<file path="config.mk">
export PLATFORM = sky130hd
export DESIGN_NAME = dm_access_flat
export DESIGN_NICKNAME = d
export VERILOG_FILES = /design/src/rtl/dm_access_pkg.sv /design/src/rtl/dm_access_if.sv /design/src/rtl/dm_access_load_ext.sv /design/src/rtl/dm_access.sv /design/src/flat_wrapper.sv
export SDC_FILE = /design/constraint.sdc
export NUM_CORES = 1
export LEC_CHECK = 0
export BUFFER_PORTS_ARGS = -buffer_cell sky130_fd_sc_hd__buf_2
export CAP_MARGIN = 20
export CORE_MARGIN = 4
export CORE_UTILIZATION = 49
export DETAILED_ROUTE_END_ITERATION = 10
export PLACE_DENSITY = 0.8
export SYNTH_ARGS = -nofsm -noshare
export SYNTH_HDL_FRONTEND = slang
export SYNTH_SLANG_ARGS = --single-unit
</file>
<file path="constraint.sdc">
create_clock -name clk -period 4.4 [get_ports clk]
set_clock_uncertainty 0.15 [all_clocks]
set_input_delay 0.44 -clock clk [delete_from_list [all_inputs] [get_ports clk]]
set_output_delay 0.44 -clock clk [all_outputs]
set_load 0.1 [all_outputs]
</file>
<file path="src/rtl/dm_access_pkg.sv">
// Shared encodings for the MEM-stage access sequencer: operand widths, FSM states
// and the alignment rule applied to new requests.
package dm_access_pkg;

   typedef enum logic [1:0] {
      OPW_WORD = 2'b00,
      OPW_HALF = 2'b01,
      OPW_BYTE = 2'b10,
      OPW_ILL  = 2'b11
   } op_width_e;

   typedef enum logic [1:0] {
      ST_IDLE = 2'b00,
      ST_BUSY = 2'b01,
      ST_RESP = 2'b10
   } state_e;

   // A store with no enabled byte lane is rejected like a misaligned access.
   function automatic logic misaligned(input logic       we,
                                       input op_width_e  width,
                                       input logic [1:0] addr_lo,
                                       input logic [3:0] be);
      logic bad;
      case (width)
         OPW_WORD: bad = (addr_lo != 2'b00);
         OPW_HALF: bad = addr_lo[0];
         OPW_BYTE: bad = 1'b0;
         default:  bad = 1'b1;
      endcase
      return bad | (we & (be == 4'b0000));
   endfunction

endpackage

</file>
<file path="src/rtl/dm_access_if.sv">
// Pipeline-side request signals and data-memory port of the access sequencer.
// The sequencer uses the slave modport; the surrounding pipeline/memory uses master.
interface dm_access_if;
   logic        req_valid;
   logic        req_we;
   logic [1:0]  op_width;
   logic        load_unsigned;
   logic [31:0] addr;
   logic [3:0]  be;
   logic [31:0] wdata;
   logic        stall;
   logic        done;
   logic [31:0] rdata;
   logic        exc_adel;
   logic        exc_ades;
   logic        bus_err;
   logic        mem_req;
   logic        mem_we;
   logic [29:0] mem_addr;
   logic [3:0]  mem_be;
   logic [31:0] mem_wdata;
   logic [31:0] mem_rdata;
   logic        mem_ready;

   modport slave (
      input  req_valid, req_we, op_width, load_unsigned, addr, be, wdata,
      input  mem_rdata, mem_ready,
      output stall, done, rdata, exc_adel, exc_ades, bus_err,
      output mem_req, mem_we, mem_addr, mem_be, mem_wdata
   );

   modport master (
      output req_valid, req_we, op_width, load_unsigned, addr, be, wdata,
      output mem_rdata, mem_ready,
      input  stall, done, rdata, exc_adel, exc_ades, bus_err,
      input  mem_req, mem_we, mem_addr, mem_be, mem_wdata
   );
endinterface

</file>
<file path="src/rtl/dm_access_load_ext.sv">
// Selects the byte/half lane of a read word and sign- or zero-extends it to 32 bits.
module dm_access_load_ext
   import dm_access_pkg::*;
(
   input  logic [31:0] word_i,
   input  logic [1:0]  off_i,
   input  op_width_e   width_i,
   input  logic        unsigned_i,
   output logic [31:0] ext_o
);
   logic [7:0]  byte_sel;
   logic [15:0] half_sel;

   always_comb begin
      byte_sel = 8'h00;
      case (off_i)
         2'd0: byte_sel = word_i[7:0];
         2'd1: byte_sel = word_i[15:8];
         2'd2: byte_sel = word_i[23:16];
         2'd3: byte_sel = word_i[31:24];
         default: byte_sel = 8'h00;
      endcase
      half_sel = off_i[1] ? word_i[31:16] : word_i[15:0];

      ext_o = word_i;
      case (width_i)
         OPW_BYTE: ext_o = {{24{byte_sel[7] & ~unsigned_i}}, byte_sel};
         OPW_HALF: ext_o = {{16{half_sel[15] & ~unsigned_i}}, half_sel};
         default:  ext_o = word_i;
      endcase
   end
endmodule

</file>
<file path="src/rtl/dm_access.sv">
// MEM-stage access sequencer: one outstanding request to a variable-latency slave,
// with alignment checking, a timeout watchdog and load-data extension.
//
// state | meaning
// IDLE  | waiting for an aligned request from the MEM stage
// BUSY  | mem_req asserted, waiting for mem_ready or timeout
// RESP  | one-cycle done pulse, pipeline released
module dm_access
   import dm_access_pkg::*;
#(
   parameter int unsigned TIMEOUT = 256,
   parameter int unsigned CNT_W   = 16
) (
   input logic        clk,
   input logic        reset,
   dm_access_if.slave bus
);
   state_e      state_q, state_d;
   logic [CNT_W-1:0] cnt_q, cnt_d;
   logic        err_q, err_d;
   logic        mem_req_q, mem_req_d;
   logic        mem_we_q, mem_we_d;
   logic [31:0] rdata_q, rdata_d;
   logic [29:0] mem_addr_q;
   logic [3:0]  mem_be_q;
   logic [31:0] mem_wdata_q;
   logic        we_q;
   op_width_e   width_q;
   logic        uns_q;
   logic [1:0]  off_q;

   op_width_e   req_width;
   logic        req_bad;
   logic        accept;
   logic [31:0] ext_data;

   assign req_width = op_width_e'(bus.op_width);
   assign req_bad   = misaligned(bus.req_we, req_width, bus.addr[1:0], bus.be);
   assign accept    = (state_q == ST_IDLE) && bus.req_valid && !req_bad;

   dm_access_load_ext u_load_ext (
      .word_i     (bus.mem_rdata),
      .off_i      (off_q),
      .width_i    (width_q),
      .unsigned_i (uns_q),
      .ext_o      (ext_data)
   );

   always_comb begin
      state_d   = state_q;
      cnt_d     = cnt_q;
      err_d     = err_q;
      mem_req_d = mem_req_q;
      mem_we_d  = mem_we_q;
      rdata_d   = rdata_q;
      case (state_q)
         ST_IDLE: begin
            if (accept) begin
               state_d   = ST_BUSY;
               cnt_d     = '0;
               err_d     = 1'b0;
               mem_req_d = 1'b1;
               mem_we_d  = bus.req_we;
            end
         end
         ST_BUSY: begin
            if (bus.mem_ready) begin
               state_d   = ST_RESP;
               mem_req_d = 1'b0;
               mem_we_d  = 1'b0;
               rdata_d   = we_q ? 32'h0 : ext_data;
            end else if (cnt_q == CNT_W'(TIMEOUT - 1)) begin
               state_d   = ST_RESP;
               mem_req_d = 1'b0;
               mem_we_d  = 1'b0;
               err_d     = 1'b1;
               rdata_d   = 32'h0;
            end else begin
               cnt_d = cnt_q + 1'b1;
            end
         end
         ST_RESP: state_d = ST_IDLE;
         default: state_d = ST_IDLE;
      endcase
   end

   always_ff @(posedge clk or posedge reset) begin
      if (reset) begin
         state_q   <= ST_IDLE;
         cnt_q     <= '0;
         err_q     <= 1'b0;
         mem_req_q <= 1'b0;
         mem_we_q  <= 1'b0;
         rdata_q   <= 32'h0;
      end else begin
         state_q   <= state_d;
         cnt_q     <= cnt_d;
         err_q     <= err_d;
         mem_req_q <= mem_req_d;
         mem_we_q  <= mem_we_d;
         rdata_q   <= rdata_d;
      end
   end

   // Request attributes stay frozen for the whole access, independent of the pipeline.
   always_ff @(posedge clk or posedge reset) begin
      if (reset) begin
         mem_addr_q  <= 30'h0;
         mem_be_q    <= 4'h0;
         mem_wdata_q <= 32'h0;
         we_q        <= 1'b0;
         width_q     <= OPW_WORD;
         uns_q       <= 1'b0;
         off_q       <= 2'b00;
      end else if (accept) begin
         mem_addr_q  <= bus.addr[31:2];
         mem_be_q    <= bus.req_we ? bus.be : 4'b1111;
         mem_wdata_q <= bus.wdata;
         we_q        <= bus.req_we;
         width_q     <= req_width;
         uns_q       <= bus.load_unsigned;
         off_q       <= bus.addr[1:0];
      end
   end

   // Gating with reset keeps the pipeline-facing outputs at 0 while reset is held.
   assign bus.stall     = !reset && (accept || (state_q == ST_BUSY));
   assign bus.exc_adel  = !reset && (state_q == ST_IDLE) && bus.req_valid && req_bad && !bus.req_we;
   assign bus.exc_ades  = !reset && (state_q == ST_IDLE) && bus.req_valid && req_bad &&  bus.req_we;
   assign bus.done      = (state_q == ST_RESP);
   assign bus.bus_err   = (state_q == ST_RESP) && err_q;
   assign bus.rdata     = rdata_q;
   assign bus.mem_req   = mem_req_q;
   assign bus.mem_we    = mem_we_q;
   assign bus.mem_addr  = mem_addr_q;
   assign bus.mem_be    = mem_be_q;
   assign bus.mem_wdata = mem_wdata_q;
endmodule

</file>
<file path="src/flat_wrapper.sv">
// flat-port wrapper written by rule: the top's interface ports become plain ports
module dm_access_flat import dm_access_pkg::*;
#(
   parameter int unsigned TIMEOUT = 256,
   parameter int unsigned CNT_W   = 16
)
  (clk, reset, bus_req_valid, bus_req_we, bus_op_width, bus_load_unsigned, bus_addr, bus_be, bus_wdata, bus_mem_rdata, bus_mem_ready, bus_stall, bus_done, bus_rdata, bus_exc_adel, bus_exc_ades, bus_bus_err, bus_mem_req, bus_mem_we, bus_mem_addr, bus_mem_be, bus_mem_wdata);
  dm_access_if bus_i ();
  input logic clk;
  input logic reset;
  input wire logic [$bits(bus_i.req_valid)-1:0] bus_req_valid;
  input wire logic [$bits(bus_i.req_we)-1:0] bus_req_we;
  input wire logic [$bits(bus_i.op_width)-1:0] bus_op_width;
  input wire logic [$bits(bus_i.load_unsigned)-1:0] bus_load_unsigned;
  input wire logic [$bits(bus_i.addr)-1:0] bus_addr;
  input wire logic [$bits(bus_i.be)-1:0] bus_be;
  input wire logic [$bits(bus_i.wdata)-1:0] bus_wdata;
  input wire logic [$bits(bus_i.mem_rdata)-1:0] bus_mem_rdata;
  input wire logic [$bits(bus_i.mem_ready)-1:0] bus_mem_ready;
  output wire logic [$bits(bus_i.stall)-1:0] bus_stall;
  output wire logic [$bits(bus_i.done)-1:0] bus_done;
  output wire logic [$bits(bus_i.rdata)-1:0] bus_rdata;
  output wire logic [$bits(bus_i.exc_adel)-1:0] bus_exc_adel;
  output wire logic [$bits(bus_i.exc_ades)-1:0] bus_exc_ades;
  output wire logic [$bits(bus_i.bus_err)-1:0] bus_bus_err;
  output wire logic [$bits(bus_i.mem_req)-1:0] bus_mem_req;
  output wire logic [$bits(bus_i.mem_we)-1:0] bus_mem_we;
  output wire logic [$bits(bus_i.mem_addr)-1:0] bus_mem_addr;
  output wire logic [$bits(bus_i.mem_be)-1:0] bus_mem_be;
  output wire logic [$bits(bus_i.mem_wdata)-1:0] bus_mem_wdata;
  assign bus_i.req_valid = bus_req_valid;
  assign bus_i.req_we = bus_req_we;
  assign bus_i.op_width = bus_op_width;
  assign bus_i.load_unsigned = bus_load_unsigned;
  assign bus_i.addr = bus_addr;
  assign bus_i.be = bus_be;
  assign bus_i.wdata = bus_wdata;
  assign bus_i.mem_rdata = bus_mem_rdata;
  assign bus_i.mem_ready = bus_mem_ready;
  assign bus_stall = bus_i.stall;
  assign bus_done = bus_i.done;
  assign bus_rdata = bus_i.rdata;
  assign bus_exc_adel = bus_i.exc_adel;
  assign bus_exc_ades = bus_i.exc_ades;
  assign bus_bus_err = bus_i.bus_err;
  assign bus_mem_req = bus_i.mem_req;
  assign bus_mem_we = bus_i.mem_we;
  assign bus_mem_addr = bus_i.mem_addr;
  assign bus_mem_be = bus_i.mem_be;
  assign bus_mem_wdata = bus_i.mem_wdata;
  dm_access #(.TIMEOUT(TIMEOUT), .CNT_W(CNT_W)) u_core (.clk(clk), .reset(reset), .bus(bus_i));
endmodule
</file>
==> impl_metrics.py, run 1 <==
metrics = {
    "power_and_ir_drop": {
        "internal_power_uw": 2920,
        "p_seq_share_pct": 25.7,
        "peakVddDrop_mv": 0.664,
        "p_total_uw": 6610,
        "pwr-share-clk_pct": 21.6,
        "swShare_pct": 55.8,
        "power_leakage_uw": 0.00401,
        "powerDensity_nw_per_um2": 896,
        "power_frac_comb_pct": 52.6,
        "p_sw_uw": 3690,
    },
    "floorplan": {
        "io_pins": 213,
        "rows": 38,
        "die_w_um": 115,
        "core_area_um2": 11000,
        "die_area_um2": 13200,
        "die_h_um": 115,
        "initial_core_util_pct": 50.9,
    },
    "critical_path": {
        "r2r_slack_ns": 1.76,
        "r2r-start": "u_core.off_q[1]",
        "r2r_cells": 5,
        "crit_path_start_kind": "register",
        "worstSetupPathType": "register to output port",
        "arrival_ns": 2.16,
        "cp-end-kind": "output port",
        "cp.required_ns": 3.81,
        "cp_max_fo": 4,
        "reg2reg_to": "u_core.bus.rdata[20]",
    },
    "clock_network": {
        "clk_latency_ns": 0.41,
        "path_clk_slew_ns": 0.06,
        "root_buffer": "clkbuf_16",
        "numCtsBuffers": 17,
        "numClockSinks": 125,
        "htree_levels": 4,
        "post_cts_buffers": 0,
        "cts_hold_buf": 0,
        "cts_tree": "yes",
        "ctsResizeCount": 0,
        "cts_buffer_depth": 2,
    },
    "grt": {
        "grt.total_usage_pct": 25.1,
        "gr-total-overflow": 0,
        "grt_pass1_vias": 5430,
        "grt_max_degree": 91,
        "antenna_found_initial": 0,
        "grt_pass1_wl_um": 26100,
    },
    "synthesis": {
        "synth.distinct_cells": 46,
        "seq_area_frac_synth_pct": 55.7,
        "avgSynthCellArea_um2": 8.88,
        "synth_flop_cell": "dfrtp_1",
        "syn_nets": 743,
        "yosysTopAreaCell": "dfrtp_1",
        "postSynthCellCount": 632,
        "synth_warnings": 0,
        "synth_area_leaders": "dfrtp_1, nand2_1, mux2_2, a21oi_1, nor2_1",
        "synth_enable_flop_cells": 0,
        "ys_async_sr_fraction_pct": 100,
        "ys_seq_elements": 125,
        "synth_top_area_share_pct": 55.7,
        "netlist_area_um2": 5610,
    },
    "placed_design": {
        "io_buffer_count": 212,
        "hpwl_um": 11600,
        "routabilityCongestion": 0.857,
        "dpl.cell_count": 956,
    },
    "min_path": {
        "min_to": "u_core.bus.mem_wdata[0]",
        "min_path_cells": 3,
        "hp-start": "bus_wdata[0]",
        "hp-class": "input pin to register",
    },
    "final_layout": {
        "nets": 946,
        "diodes": 0,
        "drive_gt1_share_pct": 32.4,
        "stdcell_count": 988,
        "syn2layout_area_growth_pct": 31.5,
    },
    "routing": {
        "via_count": 5304,
        "dr.pass1.iters": 6,
        "wl_per_cell_um": 16.5,
        "viasPerCell": 5.37,
        "wl_um": 16300,
        "drcViolationCount": 0,
        "final_antenna_net_count": 0,
        "drtIter0Drc": 472,
    },
    "timing": {
        "tns_ns": 0,
        "finalCriticalPeriod_ns": 2.75,
        "grt_setup_unrepaired": "false",
        "relSlewSlack_pct": 30.4,
        "setup_viol": 0,
        "fmax_mhz": 364,
        "final.period_utilization_pct": 62.5,
        "slew_viol_final": 0,
        "tightest_slew_ns": 1.04,
        "hold_viol_final": 0,
    },
    "run_status": {
        "outcome": "completed",
    },
    "flow_run": {
        "max_cap_viol_count": 0,
    },
}
## how the worst max path moves through the flow
stage                        end  slack, ns         startpoint
6_report               bus_stall       1.65  u_core.state_q[0]
5_1_grt                bus_stall       1.53        bus_addr[1]
4_1_cts                bus_stall       1.62  u_core.state_q[0]
3_3_place_gp           bus_stall       1.66        bus_addr[1]
2_1_floorplan       bus_exc_ades       0.44              reset
3_5_place_dp   u_core.width_q[1]       1.64        bus_addr[1]
## power by group through the flow
stage	Combinational [uW]	Clock [uW]	Sequential (uW)
floorplan	673	0	3910
global placement	3440	0	1690
detailed placement	3480	0	1710
CTS	3490	1450	1700
global route	3630	1510	1740
finish	3480	1430	1700
## final cells by class
type / instances / area (um2)
Clock buffer: 19 / 443
Clock inverter: 13 / 166
Fill cell: 908 / 3650
Inverter: 14 / 56.3
Multi-Input combinational cell: 459 / 2310
Sequential cell: 125 / 3130
Tap cell: 140 / 175
Timing Repair Buffer: 218 / 1110
## metal layers
layer	vias up	track usage, %	part of all wire, %
li1	2471	-	-
met4	0	11.3	2.7
met1	2499	30.7	38
met5	-	0	0
met3	44	8.37	11
met2	290	40.6	49
## cell families after synthesis
logic type,Yosys count,synth area share (%)
adders and majority gates,3,0.669
muxes,18,3.77
xor gates and xnor gates,10,1.56
AOI/OAI and AO/OA,105,10.9
buffers and inverters,48,3.50
and+or+nand+nor,323,23.9
DFF,125,55.7
## stage by stage
stage	util, %	hold WS, ns	setup WS [ns]	cell area [um2]
after floorplan	-	0.308	0.441	5630
after global placement	61.4	0.302	1.66	6770
after detailed placement	61.4	0.308	1.64	6770
after CTS	66.9	0.0523	1.62	7380
after global routing	66.9	0.0627	1.53	7380
final	66.9	0.0609	1.65	7380
## state kept, by name (all words and copies together), names as in the netlist, 2 cells and up
signal	cells
u_core.bus.mem_be	4
u_core.bus.rdata	32
u_core.width_q	2
u_core.cnt_q	16
u_core.off_q	2
u_core.bus.mem_wdata	32
u_core.bus.mem_addr	30
u_core.state_q	2
## cell usage after synthesis, types with 4 or more instances
library cell,n
a21o_1,8
a21oi_1,30
buf_1,6
buf_2,4
clkbuf_1,22
dfrtp_1,125
inv_1,13
mux2_2,15
nand2_1,244
nand3_1,10
nor2_1,37
nor2b_1,5
nor3_1,4
o21ai_0,19
o21ai_1,24
o31a_1,7
o31ai_1,5
xnor2_1,7
## cells in the final DEF (no fill, tap or decap), drive strengths merged, types with 3 or more instances in the layout
| cell type | instances |
|---|---|
| clkbuf | 19 |
| mux2 | 15 |
| nor2 | 37 |
| xor2 | 3 |
| a21oi | 30 |
| nand4 | 3 |
| o31ai | 5 |
| ha | 3 |
| nand2b | 3 |
| o31a | 7 |
| o21ai | 44 |
| nand3 | 10 |
| or4 | 3 |
| nand2 | 244 |
| a31oi | 3 |
| inv | 14 |
| clkinv | 6 |
| buf | 218 |
| nor2b | 5 |
| a21o | 8 |
| clkinvlp | 4 |
| xnor2 | 7 |
| nor3 | 4 |
| nor4 | 4 |
| dfrtp | 125 |
| and3 | 3 |
| bufinv | 3 |
## worst max-delay path, cell delays in order, from the launching register on
cell	delay (ns)
dfrtp_1	0.40
nor3b_1	0.45
and3_2	0.27
nor2_1	0.06
nor2_1	0.12
buf_2	0.44
Note: power is estimated with default switching activity, not from simulation.
==> run 2, diff against run 1 <==
--- a/config.mk
+++ b/config.mk
@@ -5,10 +5,11 @@
 export SDC_FILE = /design/constraint.sdc
 export NUM_CORES = 1
 export LEC_CHECK = 0
+export ABC_AREA = 1
 export BUFFER_PORTS_ARGS = -buffer_cell sky130_fd_sc_hd__buf_2
 export CAP_MARGIN = 20
 export CORE_MARGIN = 4
-export CORE_UTILIZATION = 49
+export CORE_UTILIZATION = 50
 export DETAILED_ROUTE_END_ITERATION = 10
 export PLACE_DENSITY = 0.8
 export SYNTH_ARGS = -nofsm -noshare
==> constraint.sdc (replaced) <==
create_clock -name clk -period 2.55 [get_ports clk]
set_clock_uncertainty 0.15 [all_clocks]
set_input_delay 0.255 -clock clk [delete_from_list [all_inputs] [get_ports clk]]
set_output_delay 0.255 -clock clk [all_outputs]
set_load 0.1 [all_outputs]
==> run 2 against run 1 <==
  * Core utilization rose by 7.2 points
  * Global-route usage increased by 4.3 points
  * Clock-buffer cell count grew 4
  * Largest cell class unchanged
  * Highest routed layer unchanged
==> impl_metrics.py, run 2 <==
metrics = {
    "timing": {
        "finalCriticalPeriod_ns": 2.42,
        "relSlewSlack_pct": 57.6,
        "fmax_mhz": 413,
        "setup_viol": 0,
        "tightest_slew_ns": 0.636,
        "final.period_utilization_pct": 95.0,
        "tns_ns": 0,
        "hold_viol_final": 0,
        "grt_setup_unrepaired": "false",
        "slew_viol_final": 0,
    },
    "synthesis": {
        "ys_seq_elements": 125,
        "netlist_area_um2": 6040,
        "synth_warnings": 0,
        "synthTopCellsByCount": "nand2_1, dfrtp_1, nor2_1, o21ai_0, inv_1",
        "avgSynthCellArea_um2": 7.67,
        "postSynthCellCount": 788,
        "synth_most_common_cell": "nand2_1",
        "ys_async_sr_fraction_pct": 100,
        "seq_area_frac_synth_pct": 51.8,
        "synth_enable_flop_cells": 0,
        "syn_nets": 899,
        "synth_top_area_share_pct": 51.8,
        "synth_flop_cell": "dfrtp_1",
        "yosysTopAreaCell": "dfrtp_1",
        "synth_area_leaders": "dfrtp_1, nand2_1, nor2_1, o21ai_0, inv_1",
        "synth.distinct_cells": 30,
    },
    "final_layout": {
        "fillCellCount": 838,
        "nets": 1185,
        "stdcell_count": 1231,
        "layout_common_cells": "nand2_1, buf_2, dfrtp_1, dlygate4sd3_1, nor2_1",
        "drive_gt1_share_pct": 26.8,
        "mostFrequentLayoutCell": "nand2_1",
        "syn2layout_area_growth_pct": 42.5,
    },
    "clock_network": {
        "numClockSinks": 125,
        "cts_tree": "yes",
        "cts_buffer_depth": 2,
        "path_clk_slew_ns": 0.06,
        "clk_latency_ns": 0.42,
        "htree_levels": 4,
        "root_buffer": "clkbuf_16",
        "numCtsBuffers": 17,
    },
    "floorplan": {
        "core_area_um2": 11600,
        "rows": 39,
        "io_pins": 213,
        "initial_core_util_pct": 52.0,
        "die_h_um": 118,
        "die_area_um2": 13900,
        "die_w_um": 118,
    },
    "grt": {
        "grt.total_usage_pct": 29.4,
        "gr-total-overflow": 0,
        "antenna_found_initial": 1,
        "grt_pass1_wl_um": 32800,
        "grt_max_degree": 126,
        "grt_pass1_vias": 6368,
    },
    "critical_path": {
        "crit_start": "bus_op_width[0]",
        "crit_path_start_kind": "input pin",
        "cp_max_fo": 3,
        "worstSetupPathType": "input pin to output port",
        "cp-end-kind": "output port",
        "cp.required_ns": 2.14,
        "arrival_ns": 2.02,
        "r2r-start": "u_core.width_q[0]",
    },
    "min_path": {
        "hp-class": "input pin to register",
        "hp-start": "bus_mem_rdata[12]",
    },
    "routing": {
        "via_count": 6395,
        "dr.pass1.iters": 5,
        "wl_per_cell_um": 16.4,
        "final_antenna_net_count": 0,
        "viasPerCell": 5.19,
        "wl_um": 20200,
        "drtIter0Drc": 696,
        "drcViolationCount": 0,
    },
    "placed_design": {
        "io_buffer_count": 212,
        "routabilityCongestion": 0.950,
        "dpl.cell_count": 1119,
        "hpwl_um": 12100,
    },
    "power_and_ir_drop": {
        "power_leakage_uw": 0.00469,
        "powerDensity_nw_per_um2": 1530,
        "peakVddDrop_mv": 1.14,
    },
    "flow_run": {
        "max_cap_viol_count": 0,
    },
    "run_status": {
        "outcome": "completed",
    },
}
-- run 2: cell count changes after synthesis, moves of 9 or more --
cell,before,now
a21oi_1,30,18
clkbuf_1,22,13
o21ai_0,19,41
nand2_1,244,372
mux2_2,15,0
inv_1,13,40
o21ai_1,24,11
buf_2,4,17
nand3_1,10,19
nor2_1,37,61
-- run 2: cells by family (layout without fill, tap and decap cells) --
kind of cell | count (synthesis) | after routing | share of synthesized area, %
other | 0 | 1 | 0
AO/OA/AOI/OAI | 90 | 90 | 8.41
AND/OR/NAND/NOR | 482 | 482 | 32.2
XOR/XNOR | 7 | 7 | 1.01
adder cells (fa/ha/maj) | 3 | 3 | 0.621
flip-flops | 125 | 125 | 51.8
buffers and inverters | 81 | 380 | 6.03
-- run 2: path summary, 6_finish.rpt --
kind,end,slack (ns),depth (start not counted)
max,bus_exc_adel,0.13,8
min,u_core.bus.rdata[12],0.005,3
max reg2reg,u_core.bus.rdata[26],0.45,6
min reg2reg,u_core.bus.rdata[1],0.32,2
max in group asynchronous,u_core.cnt_q[12],1.29,4
min in group asynchronous,u_core.bus.mem_wdata[29],0.52,4
-- run 2: power breakdown --
group,internal [uW],switching (uW)
logic,1200,6410
registers,2670,460
clock network,1490,906
-- run 2: final cells by class --
type                       count  area (um2)  area share, %
clock inverter                 9        83.8          0.973
tap                          143         179           2.08
timing repair buffer         303        1970           22.9
sequential                   125        3130           36.3
multi-input combinational    582        2570           29.8
inverter                      45         174           2.02
antenna                        1        2.50         0.0291
clock buffer                  23         508           5.90
-- run 2: timing repair --
action / in CTS / in global routing
endpoints found under the hold margin: 202 / 0
setup buffers: 0 / 2
resized for setup: 0 / 5
hold buffers: 77 / 0
endpoints found under the setup margin: 0 / 3
-- run 2: routing by layer --
layer	vias up	GRT usage [%]	part of all wire, %
met2	309	48.0	49
met3	90	8.51	7.2
met4	0	16.0	5.2
met5	-	0	0
li1	3038	-	-
met1	2958	35.0	38
-- run 2: per-stage QoR --
| stage | hold WS, ns | area [um2] | power, uW | utilization (%) | setup slack [ns] |
|---|---|---|---|---|---|
| 2_1_floorplan | 0.215 | 6060 | 9220 | - | -0.627 |
| 3_3_place_gp | 0.298 | 7220 | 10400 | 62.2 | 0.542 |
| 3_5_place_dp | 0.303 | 7220 | 10500 | 62.2 | 0.499 |
| 4_1_cts | 0.00243 | 8590 | 13000 | 73.9 | 0.0391 |
| 5_1_grt | 0.00651 | 8610 | 13700 | 74.2 | 0.0528 |
| 6_report | 0.00524 | 8610 | 13100 | 74.2 | 0.127 |
-- run 2: worst max-delay path: stages --
cell and delay (ns):
dlygate4sd3_1 0.53, buf_2 0.15, o21ai_0 0.27, o21ai_2 0.14, nand2_1 0.08, nand3_1 0.12
nor2_2 0.12, clkbuf_4 0.34
==> run 3, diff against run 2 <==
--- a/config.mk
+++ b/config.mk
@@ -5,11 +5,10 @@
 export SDC_FILE = /design/constraint.sdc
 export NUM_CORES = 1
 export LEC_CHECK = 0
-export ABC_AREA = 1
 export BUFFER_PORTS_ARGS = -buffer_cell sky130_fd_sc_hd__buf_2
 export CAP_MARGIN = 20
 export CORE_MARGIN = 4
-export CORE_UTILIZATION = 50
+export CORE_UTILIZATION = 49
 export DETAILED_ROUTE_END_ITERATION = 10
 export PLACE_DENSITY = 0.8
 export SYNTH_ARGS = -nofsm -noshare
==> run 3 against run 2 <==
  * Clock power up 23%
  * Via count down 7.1%
  * Sequential share of layout area up 0.35 points
  * Die area down 4.8%
  * First-iteration DRC count down 27%
  * Sequential power down 5%
  * Sequential cell count unchanged
  * Cell area down 0.96%
==> impl_metrics.py, run 3 (synthesis results as in run 1) <==
metrics = {
    "grt": {
        "antenna_found_initial": 0,
        "grt_max_degree": 126,
        "grt_pass1_wl_um": 31300,
        "gr-total-overflow": 0,
        "grt_pass1_vias": 6136,
        "grt.total_usage_pct": 30.5,
    },
    "final_layout": {
        "final_util_pct": 77.3,
        "fillCellCount": 680,
        "drive_gt1_share_pct": 30.2,
        "stdcell_count": 1080,
        "multiInputGateArea_um2": 2340,
        "layout_common_cells": "nand2_1, buf_2, dfrtp_1, dlygate4sd3_1, nor2_1",
        "nets": 1038,
        "fin_area_um2": 8530,
        "seqCellArea_um2": 3130,
        "syn2layout_area_growth_pct": 51.9,
        "diodes": 0,
        "mostFrequentLayoutCell": "nand2_1",
    },
    "timing": {
        "relSlewSlack_pct": 33.1,
        "slew_viol_final": 0,
        "finalCriticalPeriod_ns": 2.36,
        "tns_ns": 0,
        "hold_viol_final": 0,
        "tightest_slew_ns": 1.00,
        "final.period_utilization_pct": 92.5,
        "worst_slack_ns": 0.190,
        "setup_viol": 0,
        "fmax_mhz": 424,
        "grt_setup_unrepaired": "false",
    },
    "clock_network": {
        "root_buffer": "clkbuf_16",
        "numClockSinks": 125,
        "htree_levels": 4,
        "cts_buffer_depth": 2,
        "path_clk_slew_ns": 0.05,
        "clk_latency_ns": 0.43,
        "numCtsBuffers": 17,
        "cts_tree": "yes",
    },
    "routing": {
        "via_count": 5939,
        "wl_per_cell_um": 18.5,
        "dr.pass1.iters": 5,
        "final_antenna_net_count": 0,
        "viasPerCell": 5.50,
        "drtIter0Drc": 510,
        "wl_um": 20000,
        "drcViolationCount": 0,
    },
    "min_path": {
        "hp-class": "input pin to register",
    },
    "critical_path": {
        "r2r_slack_ns": 0.26,
        "worstSetupPathType": "register to output port",
        "cp-end-kind": "output port",
        "arrival_ns": 1.95,
        "cp_max_fo": 4,
        "cp.required_ns": 2.14,
        "crit_path_start_kind": "register",
    },
    "placed_design": {
        "dp_slack_ns": 0.317,
        "placed_area_um2": 6930,
        "dpl.cell_count": 960,
        "hpwl_um": 11000,
        "routabilityCongestion": 0.861,
        "io_buffer_count": 212,
    },
    "floorplan": {
        "io_pins": 213,
        "die_area_um2": 13200,
        "die_h_um": 115,
        "initial_core_util_pct": 50.9,
        "rows": 38,
        "core_area_um2": 11000,
        "die_w_um": 115,
    },
    "flow_run": {
        "max_cap_viol_count": 0,
    },
    "power_and_ir_drop": {
        "peakVddDrop_mv": 1.32,
        "power_leakage_uw": 0.00449,
        "powerDensity_nw_per_um2": 1430,
    },
    "run_status": {
        "outcome": "completed",
    },
}
[run 3: cell count changes in the layout (fill, tap and decap cells not counted), sizes merged, moves of 8 or more]
cell         before  now
a21o              0    8
nand4            11    3
nand3            23   10
inv              43   13
o21ai            58   44
mux2              0   15
a21oi            18   30
nor2             62   37
dlygate4sd3      77   86
nand2           381  244
[run 3: where the power goes]
group	switching [uW]	internal [uW]
combinational	5220	1060
sequential	403	2560
clock	925	2040
total	6550	5660
[run 3: critical path: stages (launching register included)]
cell and delay, ns:
dfrtp_1 0.41, nor3b_1 0.42, and3_2 0.29, nor2_1 0.08
nor2_4 0.15, buf_12 0.18
[run 3: timing repair]
item | 4_1_cts | 5_1_grt
endpoints found under the setup margin | 0 | 1
hold endpoints to repair | 111 | 0
setup buffers | 0 | 2
gates resized for setup | 0 | 0
hold buffers | 86 | 0
[run 3: area by class of cell]
class,count,area share [%]
flip-flops and latches,125,36.7
clock inverters,14,3.40
repair buffers,310,24.7
clock buffers,18,5.03
multi-input cells,459,27.5
inverters,14,0.660
well taps,140,2.05
[run 3: worst paths after layout]
kind / start / end / cells past startpoint
max in group asynchronous: reset / u_core.bus.rdata[27] / 4
worst max register to register: u_core.cnt_q[8] / u_core.cnt_q[4] / 5
worst min-delay path: bus_mem_rdata[26] / u_core.bus.rdata[26] / 3
worst min register to register: u_core.bus.mem_wdata[4] / u_core.bus.mem_wdata[4] / 2
min in group asynchronous: reset / u_core.cnt_q[12] / 4
worst max-delay path: u_core.state_q[0] / bus_stall / 5
[run 3: per-layer routing]
| metal | global-route usage (%) | part of all wire, % |
|---|---|---|
| met3 | 8.95 | 11 |
| met5 | 0 | 0 |
| met4 | 12.6 | 3.2 |
| met2 | 51.4 | 49 |
| met1 | 36.7 | 37 |
[run 3: metrics by stage]
step / hold slack (ns) / power [uW]
finish: 0.0136 / 12200
global route: 0.0180 / 12600
CTS: 0.00315 / 12100
global placement: 0.293 / 8910
detailed placement: 0.296 / 9000
floorplan: 0.202 / 7910
